<file path="config.mk">
export PLATFORM = sky130hd
export DESIGN_NAME = serial_subtractor_flat
export DESIGN_NICKNAME = d
export VERILOG_FILES = /design/src/rtl/serial_subtractor_if.sv /design/src/rtl/serial_subtractor.sv /design/src/flat_wrapper.sv
export SDC_FILE = /design/constraint.sdc
export NUM_CORES = 1
export LEC_CHECK = 0
export ABC_AREA = 1
export BUFFER_PORTS_ARGS = -buffer_cell sky130_fd_sc_hd__buf_2
export CORE_MARGIN = 3
export CORE_UTILIZATION = 32
export DETAILED_ROUTE_END_ITERATION = 10
export MAX_ROUTING_LAYER = met4
export PLACE_DENSITY = 0.52
export SETUP_SLACK_MARGIN = 0.02
export SLEW_MARGIN = 20
export SYNTH_ARGS = -nofsm -noshare
export SYNTH_HDL_FRONTEND = slang
export SYNTH_SLANG_ARGS = --single-unit
</file>
<file path="constraint.sdc">
create_clock -name clk -period 1.8 [get_ports clk]
set_clock_uncertainty 0.1 [all_clocks]
set_input_delay 0.27 -clock clk [delete_from_list [all_inputs] [get_ports clk]]
set_output_delay 0.27 -clock clk [all_outputs]
set_load 0.01 [all_outputs]
</file>
<file path="src/rtl/serial_subtractor_if.sv">
// Bus between a requester and serial_subtractor: operand request, status and result.
// start is a request sampled only while idle; done is a single-cycle pulse marking d/b/v valid.
interface serial_subtractor_if #(
  parameter int WIDTH = 4
);
  logic             start;
  logic [WIDTH-1:0] x;
  logic [WIDTH-1:0] y;
  logic             busy;
  logic             done;
  logic [WIDTH-1:0] d;
  logic             b;
  logic             v;
  logic [1:0]       state;

  modport master (
    output start, x, y,
    input  busy, done, d, b, v, state
  );

  modport slave (
    input  start, x, y,
    output busy, done, d, b, v, state
  );
endinterface

</file>
<file path="src/rtl/serial_subtractor.sv">
// Bit-serial subtractor: D = X - Y, one bit per clock LSB first, with borrow and signed overflow.
// Operands are captured on an accepted start; results update on entry to DONE and hold until the next one.
module serial_subtractor #(
  parameter  int WIDTH = 4,
  localparam int CNT_W = $clog2(WIDTH) + 1
) (
  input  logic                clk,
  input  logic                rst,
  serial_subtractor_if.slave  bus
);

  typedef enum logic [1:0] {
    IDLE = 2'd0,
    RUN  = 2'd1,
    DONE = 2'd2
  } state_t;

  state_t state_q, state_d;

  logic [WIDTH-1:0] a_q, bb_q, r_q, d_q;
  logic [CNT_W-1:0] cnt_q;
  logic             br_q, b_q, v_q;
  logic             xm_q, ym_q;
  logic             busy_o, done_o;

  logic diff_bit, br_next, last_bit;

  assign diff_bit = a_q[0] ^ bb_q[0] ^ br_q;
  assign br_next  = (~a_q[0] & bb_q[0]) | (~(a_q[0] ^ bb_q[0]) & br_q);
  assign last_bit = (cnt_q == CNT_W'(WIDTH - 1));

  // State register
  always_ff @(posedge clk or posedge rst) begin
    if (rst) state_q <= IDLE;
    else     state_q <= state_d;
  end

  // Next-state logic
  always_comb begin
    state_d = state_q;
    case (state_q)
      IDLE:    if (bus.start) state_d = RUN;
      RUN:     if (last_bit)  state_d = DONE;
      DONE:    state_d = IDLE;
      default: state_d = IDLE;
    endcase
  end

  // Output decode from the registered state, so busy/done are glitch-free
  always_comb begin
    busy_o = 1'b0;
    done_o = 1'b0;
    case (state_q)
      RUN:     busy_o = 1'b1;
      DONE:    done_o = 1'b1;
      default: ;
    endcase
  end

  // Datapath; the final bit is folded into d/b/v on the same edge that enters DONE
  always_ff @(posedge clk or posedge rst) begin
    if (rst) begin
      a_q   <= '0;
      bb_q  <= '0;
      r_q   <= '0;
      cnt_q <= '0;
      br_q  <= 1'b0;
      xm_q  <= 1'b0;
      ym_q  <= 1'b0;
      d_q   <= '0;
      b_q   <= 1'b0;
      v_q   <= 1'b0;
    end else begin
      case (state_q)
        IDLE: begin
          if (bus.start) begin
            a_q   <= bus.x;
            bb_q  <= bus.y;
            xm_q  <= bus.x[WIDTH-1];
            ym_q  <= bus.y[WIDTH-1];
            br_q  <= 1'b0;
            cnt_q <= '0;
          end
        end
        RUN: begin
          a_q   <= a_q >> 1;
          bb_q  <= bb_q >> 1;
          r_q   <= {diff_bit, r_q[WIDTH-1:1]};
          br_q  <= br_next;
          cnt_q <= cnt_q + CNT_W'(1);
          if (last_bit) begin
            d_q <= {diff_bit, r_q[WIDTH-1:1]};
            b_q <= br_next;
            v_q <= (xm_q ^ ym_q) & (xm_q ^ diff_bit);
          end
        end
        default: ;
      endcase
    end
  end

  assign bus.busy  = busy_o;
  assign bus.done  = done_o;
  assign bus.d     = d_q;
  assign bus.b     = b_q;
  assign bus.v     = v_q;
  assign bus.state = state_q;

endmodule

</file>
<file path="src/flat_wrapper.sv">
// flat-port wrapper written by rule: the top's interface ports become plain ports
module serial_subtractor_flat 
#(
  parameter  int WIDTH = 4,
  localparam int CNT_W = $clog2(WIDTH) + 1
)
  (clk, rst, bus_start, bus_x, bus_y, bus_busy, bus_done, bus_d, bus_b, bus_v, bus_state);
  serial_subtractor_if #(.WIDTH(WIDTH)) bus_i ();
  input  logic clk;
  input  logic rst;
  input wire logic [$bits(bus_i.start)-1:0] bus_start;
  input wire logic [$bits(bus_i.x)-1:0] bus_x;
  input wire logic [$bits(bus_i.y)-1:0] bus_y;
  output wire logic [$bits(bus_i.busy)-1:0] bus_busy;
  output wire logic [$bits(bus_i.done)-1:0] bus_done;
  output wire logic [$bits(bus_i.d)-1:0] bus_d;
  output wire logic [$bits(bus_i.b)-1:0] bus_b;
  output wire logic [$bits(bus_i.v)-1:0] bus_v;
  output wire logic [$bits(bus_i.state)-1:0] bus_state;
  assign bus_i.start = bus_start;
  assign bus_i.x = bus_x;
  assign bus_i.y = bus_y;
  assign bus_busy = bus_i.busy;
  assign bus_done = bus_i.done;
  assign bus_d = bus_i.d;
  assign bus_b = bus_i.b;
  assign bus_v = bus_i.v;
  assign bus_state = bus_i.state;
  serial_subtractor #(.WIDTH(WIDTH)) u_core (.clk(clk), .rst(rst), .bus(bus_i));
endmodule
</file>
==> results.tsv, run 1 <==
stage	metric	value	unit
run_status	outcome	complete, no violations	
clock_tree	post-cts gate resize count	0	
worst_setup_path	FF-to-FF setup slack	340	ps
worst_hold_path	Hold Crit Class	input port to flop	
timing	TNS Setup	0	ps
synthesis	post-synthesis simple-gate area fraction	25.7	%
finish	fillers	342	
worst_setup_path	Crit Path Max Fanout	7	
die	die area	4330	um^2
synthesis	EDFF count, synth	0	
timing	Final min period	1580	ps
synthesis	post-synth top area cell	dfrtp_1	
clock_tree	total CTS buffers	3	
synthesis	Yosys warnings	0	
timing	Rel. slew slack	75.9	%
route	Routed WL per cell	10.3	um
synthesis	top_reg_cell synth	dfrtp_1	
clock_tree	postcts setup bufs	0	
route	Residual DRC	0	
die	die width	65.8	um
run	max-cap viol count	0	
grt	largest net degree at the start of global routing	26	
grt	antenna violations before repair	0	
die	Die Height	65.8	um
synthesis	post-synthesis adder-cell area fraction	3.93	%
route	drt pass-1 iters	2	
power	total power	0.00219	W
route	top routing layer in use	met4	
finish	fin nets	171	
clock_tree	CTS tree	yes	
worst_setup_path	Buf/Inv on CP	2	
power	maximum vdd drop	0.729	mV
clock_tree	hold bufs inserted after CTS	1	
timing	Worst Hold Margin	113	ps
finish	Multi-input gate area	434	um^2
place	Place WS	344	ps
synthesis	Avg Cell Area, Syn	8.74	um^2
timing	fmax	0.632	GHz
clock_tree	clk buf depth	2	
synthesis	Post-Synthesis Cells	131	
worst_setup_path	critical path startpoint category	flop	
route	via/cell ratio	4.25	
place	cell total after placement	197	
power	P_sw	0.000920	W
grt	GR Overflow Total	0	
synthesis	largest family of logic cells by synthesized area	simple AND/OR/NAND/NOR gates	
timing	RSZ-0062 raised after global routing	no	
worst_setup_path	delay-heaviest family, CP	flip-flops	
synthesis	Post-synth top cells	nand2_1, dfrtp_1, inv_1, o21ai_0, nand3_1	
finish	post-route insts no fill	202	
timing	Final Slew Violations	0	
clock_tree	root buffer cell	clkbuf_4	
route	vias	859	
power	sw frac	42.0	%
route	DR iter-0 viols	26	
synthesis	mux contribution to synthesized area	0	%
die	row count	21	
timing	Final period util	88.0	%
route	met1 wire length	1020	um
synthesis	count of different cell masters after synthesis	17	
timing	Worst-Margin Slew	362	ps
route	total wire length	2070	um
power	Combinational Power Share	44.6	%
power	clock power share	11.2	%
synthesis	post-synth top area share	54.6	%
route	Met3 Wirelength	103	um
synthesis	ys async rst share	100	%
power	Flop pwr share	44.2	%
worst_setup_path	crit-path cells	inv_4 > nor2_4 > buf_2	
clock_tree	Skew-Pair Late Insertion Delay	310	ps
synthesis	FF+latch count, synth	25	
synthesis	most common cell in the netlist	nand2_1	
grt	GRT Overall Usage	11.2	%
synthesis	Synth Net Count	145	
timing	Final Hold Fails	0	
power	Int Pwr	0.00127	W
worst_setup_path	Worst Path Arrival	1210	ps
timing	Final Setup Violations	0	
grt	first-pass GRT wire length	3660	um
finish	layout overhead on the synthesized area	16.4	%
route	DRT antenna net count	0	
clock_tree	Clock transition at path regs	140	ps
power	Leak	0.725	nW
route	WL met2	941	um
timing	Worst Slack Setup Final	217	ps
worst_setup_path	Crit path required time	1430	ps
finish	FF/Latch Area	626	um^2
worst_setup_path	Crit path largest cell delay	580	ps
finish	layout cells sized above 1	21.8	%
finish	# diodes	0	
worst_setup_path	slowest CP cell	dfrtp_1	
worst_setup_path	critical path capture point type	output pin	
synthesis	Synth Area in Compound Gates	8.31	%
grt	vias in the first global route	806	
synthesis	Seq/Total Area, Yosys	54.6	%
place	port buffer count	20	
clock_tree	H-tree depth	1	
power	pwr/cell area	1640	nW/um^2
worst_setup_path	Worst Path Class, Setup	flop to output pin	
die	Initial Util	33.8	%
synthesis	ranking of synthesized cells by area	dfrtp_1, nand2_1, o21ai_0	
clock_tree	# clock sinks	25	
die	CORE AREA	3390	um^2
place	post-DP HPWL	1600	um
synthesis	area share of xor/xnor cells in the synthesized design	0	%
place	Routability Congestion	0.759	
die	IO Pins	21	
synthesis	area of the mapped netlist	1140	um^2
-- stage by stage --
| step | utilization, % | instance area, um^2 |
|---|---|---|
| finish | 39.3 | 1330 |
| global route | 39.3 | 1330 |
| CTS | 39.3 | 1330 |
| detailed placement | 38.2 | 1290 |
| global placement | 38.2 | 1290 |
| floorplan | - | 1140 |
-- layout by cell type, fill, tap and decap left out --
master         synthesis  final
nand2_1               56     56
dfrtp_1               25     25
buf_2                  0     20
inv_1                 12     12
o21ai_0               11     11
nand3_1                7      7
nor2_1                 4      4
o21ai_1                3      3
clkbuf_4               0      3
buf_4                  1      3
nand2_4                2      2
ha_1                   2      2
inv_2                  1      1
o21ai_4                1      1
inv_4                  1      1
nor2_4                 1      1
o21ai_2                1      1
fa_1                   1      1
clkinv_2               0      1
dlygate4sd3_1          0      1
-- power groups by stage --
| stage | sequential (W) | clock, W | combinational (W) |
|---|---|---|---|
| floorplan | 0.000977 | 0 | 0.000745 |
| global placement | 0.000979 | 0 | 0.000975 |
| detailed placement | 0.000982 | 0 | 0.00100 |
| CTS | 0.000971 | 0.000260 | 0.00101 |
| global route | 0.00100 | 0.000285 | 0.00114 |
| finish | 0.000968 | 0.000245 | 0.000978 |
-- final timing paths --
path	startpoint	endpoint	cells after the start
setup / recovery	u_core.bus.state[0]	bus_busy	3
hold / removal	bus_x[3]	u_core.xm_q	3
setup reg to reg	u_core.bb_q[0]	u_core.bus.v	7
hold reg to reg	u_core.bus.b	u_core.bus.b	2
max in group asynchronous	rst	u_core.bus.state[0]	4
min in group asynchronous	rst	u_core.bus.d[3]	4
-- cell families after synthesis --
family	count (synthesis)
simple gates	70
buf+inv	17
compound gates	16
flops	25
fa+ha+maj	3
-- final cells by class --
class	count	share of cell area (%)
clock inverter	1	0.376
multi-input combinational	89	32.6
sequential	25	46.9
timing repair buffer	24	9.95
clock buffer	3	1.69
tap	46	4.32
inverter	14	4.13
-- per-layer routing --
layer,up-vias,GRT usage [%]
met5,-,-
met4,0,3.11
met3,2,2.04
met2,17,18.4
met1,382,14.2
li1,458,-
-- worst register-to-register path: stages, from the launching register on --
cell     delay (ps)
dfrtp_1         370
inv_1            60
fa_1            600
nor2_1           60
nand2_1          50
nand2_1          40
nand2_1          50
nand2_1          40
-- registers in the layout, summed over array words and instances, names as in the netlist --
name	cells
u_core.bus.v	1
u_core.r_q	3
u_core.bus.d	4
u_core.cnt_q	3
u_core.ym_q	1
u_core.bb_q	4
u_core.br_q	1
u_core.xm_q	1
u_core.bus.state	2
u_core.a_q	4
u_core.bus.b	1
Note: power is estimated with default switching activity, not from simulation.
==> run 2: changes to the inputs <==
- ABC_AREA: 1 -> default
==> results.tsv, run 2 <==
stage	metric	value	unit	change
place	port buffer count	20		unchanged
route	total wire length	2050	um	-1.2%
die	die width	63.5	um	-3.4%
timing	Worst-Margin Slew	314	ps	-48.4 ps
die	Die Height	63.5	um	-3.4%
power	total power	0.00208	W	-5.2%
timing	Final Hold Fails	0		unchanged
synthesis	most common cell in the netlist	dfrtp_1		
clock_tree	total CTS buffers	3		unchanged
clock_tree	CTS tree	yes		
finish	most frequent cells in the layout	dfrtp_1, nand2_1, buf_2		
grt	GRT Overall Usage	12.2	%	+0.96 points
synthesis	ranking of synthesized cells by area	dfrtp_1, nand2_1, mux2_1		
die	CORE AREA	3100	um^2	-8.5%
power	Combinational Power Share	41.7	%	-2.9 points
synthesis	area of the mapped netlist	1060	um^2	-7.4%
synthesis	Seq/Total Area, Yosys	59.0	%	+4.4 points
route	Residual DRC	0		unchanged
place	Routability Congestion	0.704		-7.2%
timing	RSZ-0062 raised after global routing	no		
finish	FF/Latch Area	626	um^2	unchanged
worst_hold_path	Hold Crit Class	input port to flop		
run	max-cap viol count	0		unchanged
power	sw frac	38.0	%	-4.0 points
power	clock power share	12.4	%	+1.2 points
clock_tree	# clock sinks	25		unchanged
worst_hold_path	Worst Hold Path EP	u_core.a_q[3]		
finish	fillers	333		-2.6%
timing	Rel. slew slack	79.1	%	+3.2 points
route	drt pass-1 iters	4		+2
power	P_sw	0.000788	W	-14%
worst_hold_path	HP Start	bus_x[3]		
grt	antenna violations before repair	0		unchanged
timing	fmax	0.624	GHz	-1.2%
worst_setup_path	slowest CP cell	dfrtp_1		
route	DR iter-0 viols	18		-31%
finish	layout cells sized above 1	26.2	%	+4.4 points
worst_setup_path	Crit path required time	1910	ps	+480 ps
timing	TNS Setup	0	ps	unchanged
finish	commonest non-fill, non-tap cell in the layout	dfrtp_1		
synthesis	top_reg_cell synth	dfrtp_1		
worst_setup_path	critical path startpoint category	flop		
grt	first-pass GRT wire length	3710	um	+1.1%
worst_setup_path	Worst Path Arrival	1720	ps	+510 ps
grt	GR Overflow Total	0		unchanged
synthesis	Yosys warnings	0		unchanged
clock_tree	H-tree depth	1		unchanged
die	Initial Util	34.2	%	+0.38 points
worst_setup_path	Crit path largest cell delay	420	ps	-160 ps
power	Leak	0.642	nW	-11%
power	maximum vdd drop	0.709	mV	-2.7%
die	IO Pins	21		unchanged
route	Routed WL per cell	12.3	um	+20%
place	post-DP HPWL	1500	um	-5.9%
synthesis	post-synth top area share	59.0	%	+4.4 points
die	row count	20		-4.8%
finish	# diodes	0		unchanged
synthesis	FF+latch count, synth	25		unchanged
clock_tree	post-cts gate resize count	0		unchanged
worst_setup_path	critical path capture point type	flop		
worst_setup_path	Reg2Reg Depth	4		-3
power	Flop pwr share	45.8	%	+1.6 points
finish	layout overhead on the synthesized area	20.5	%	
power	pwr/cell area	1630	nW/um^2	-1.1%
clock_tree	clk buf depth	2		unchanged
finish	fin nets	137		-20%
synthesis	Post-synth top cells	dfrtp_1, nand2_1, o21ai_1, mux2_1, inv_1		
synthesis	Synth Net Count	109		-25%
timing	Final Setup Violations	0		unchanged
synthesis	EDFF count, synth	0		unchanged
grt	vias in the first global route	775		-3.8%
timing	Final period util	89.0	%	+1.1 points
timing	Final min period	1600	ps	+19.6 ps
route	vias	759		-12%
die	die area	4040	um^2	-6.8%
route	DRT antenna net count	0		unchanged
finish	final core utilization	41.2	%	+1.9 points
timing	Final Slew Violations	0		unchanged
clock_tree	Clock transition at path regs	130	ps	about the same
route	via/cell ratio	4.57		+7.5%
worst_setup_path	crit-path cells	ha_1 > ha_1 > nand3b_2 > mux2_1		
clock_tree	Skew-Pair Late Insertion Delay	330	ps	+20 ps
worst_setup_path	Worst Path Class, Setup	flop to flop		
grt	largest net degree at the start of global routing	26		unchanged
clock_tree	root buffer cell	clkbuf_4		
finish	Multi-input gate area	397	um^2	-8.6%
run_status	outcome	complete, no violations		
place	cell total after placement	161		-18%
worst_hold_path	WHS Path Cells	2		-1
worst_setup_path	RR Endpoint	u_core.bus.d[1]		
synthesis	ys async rst share	100	%	unchanged
synthesis	Post-Synthesis Cells	95		-27%
synthesis	Avg Cell Area, Syn	11.2	um^2	+28%
synthesis	count of different cell masters after synthesis	20		+3
power	Int Pwr	0.00129	W	+1.4%
worst_setup_path	most used cell, CP	ha_1		
synthesis	post-synth top area cell	dfrtp_1		
worst_setup_path	FF-to-FF setup slack	200	ps	-140 ps
finish	post-route insts no fill	166		-18%
worst_setup_path	Worst R2R Start	u_core.cnt_q[0]		
worst_setup_path	Crit Path Max Fanout	9		+2
[run 2: cell count changes after synthesis, moves of 6 or more]
cell / before / now
o21ai_0: 11 / 0
mux2_1: 0 / 6
nand2_1: 56 / 20
inv_1: 12 / 5
nand3_1: 7 / 0
o21ai_1: 3 / 11
[run 2: metrics by stage]
step	hold slack, ps	area (um^2)	setup slack, ps
floorplan	197	1060	321
global placement	232	1240	215
detailed placement	239	1240	199
CTS	61.7	1280	180
global route	69.2	1280	111
finish	79.4	1280	197
[run 2: worst max-delay path: cells and delay by family, from the launching register on]
family | cells | cell delay [ps]
and+or+nand+nor | 1 | 230
adders and majority gates | 2 | 400
muxes | 1 | 350
DFF | 1 | 420
[run 2: area by class of cell]
class | count | area share [%]
sequential | 25 | 49.0
multi-input combinational | 61 | 31.0
timing repair buffer | 26 | 11.6
tap | 44 | 4.31
clock buffer | 3 | 1.76
inverter | 6 | 1.76
clock inverter | 1 | 0.588
[run 2: worst max-delay path by stage]
stage                                from               to  cells past startpoint
after floorplan           u_core.cnt_q[0]  u_core.bus.d[0]                      4
after global placement    u_core.cnt_q[0]  u_core.bus.d[3]                      4
after detailed placement  u_core.cnt_q[0]  u_core.bus.d[1]                      4
after CTS                 u_core.cnt_q[0]  u_core.bus.d[1]                      4
after global routing      u_core.cnt_q[0]  u_core.bus.d[2]                      4
final                     u_core.cnt_q[0]  u_core.bus.d[1]                      4
[run 2: cell families after synthesis]
| group | synth area share (%) |
|---|---|
| AO/OA/AOI/OAI | 13.1 |
| adder cells (fa/ha/maj) | 4.25 |
| buffers and inverters | 3.54 |
| flip-flops | 59.0 |
| multiplexers | 6.37 |
| AND/OR/NAND/NOR | 13.7 |
[run 2: power by group through the flow]
stage               registers [W]  logic, W  clock network (W)
finish                   0.000952  0.000867           0.000258
global route             0.000997   0.00101           0.000296
CTS                      0.000958  0.000888           0.000275
detailed placement       0.000972  0.000887                  0
global placement         0.000961  0.000871                  0
floorplan                0.000963  0.000575                  0
[run 2: metal layers]
| metal | vias up | routed length, um | global-route usage, % |
|---|---|---|---|
| li1 | 374 | - | - |
| met1 | 373 | 974 | 16.6 |
| met2 | 10 | 987 | 17.5 |
| met3 | 2 | 68 | 3.21 |
| met4 | 0 | 21 | 4.04 |
| met5 | - | 0 | - |
[run 2: repair_timing]
action	in CTS	in global routing
setup endpoints to repair	0	0
endpoints found under the hold margin	25	0
setup buffers	0	0
hold buffers	1	0
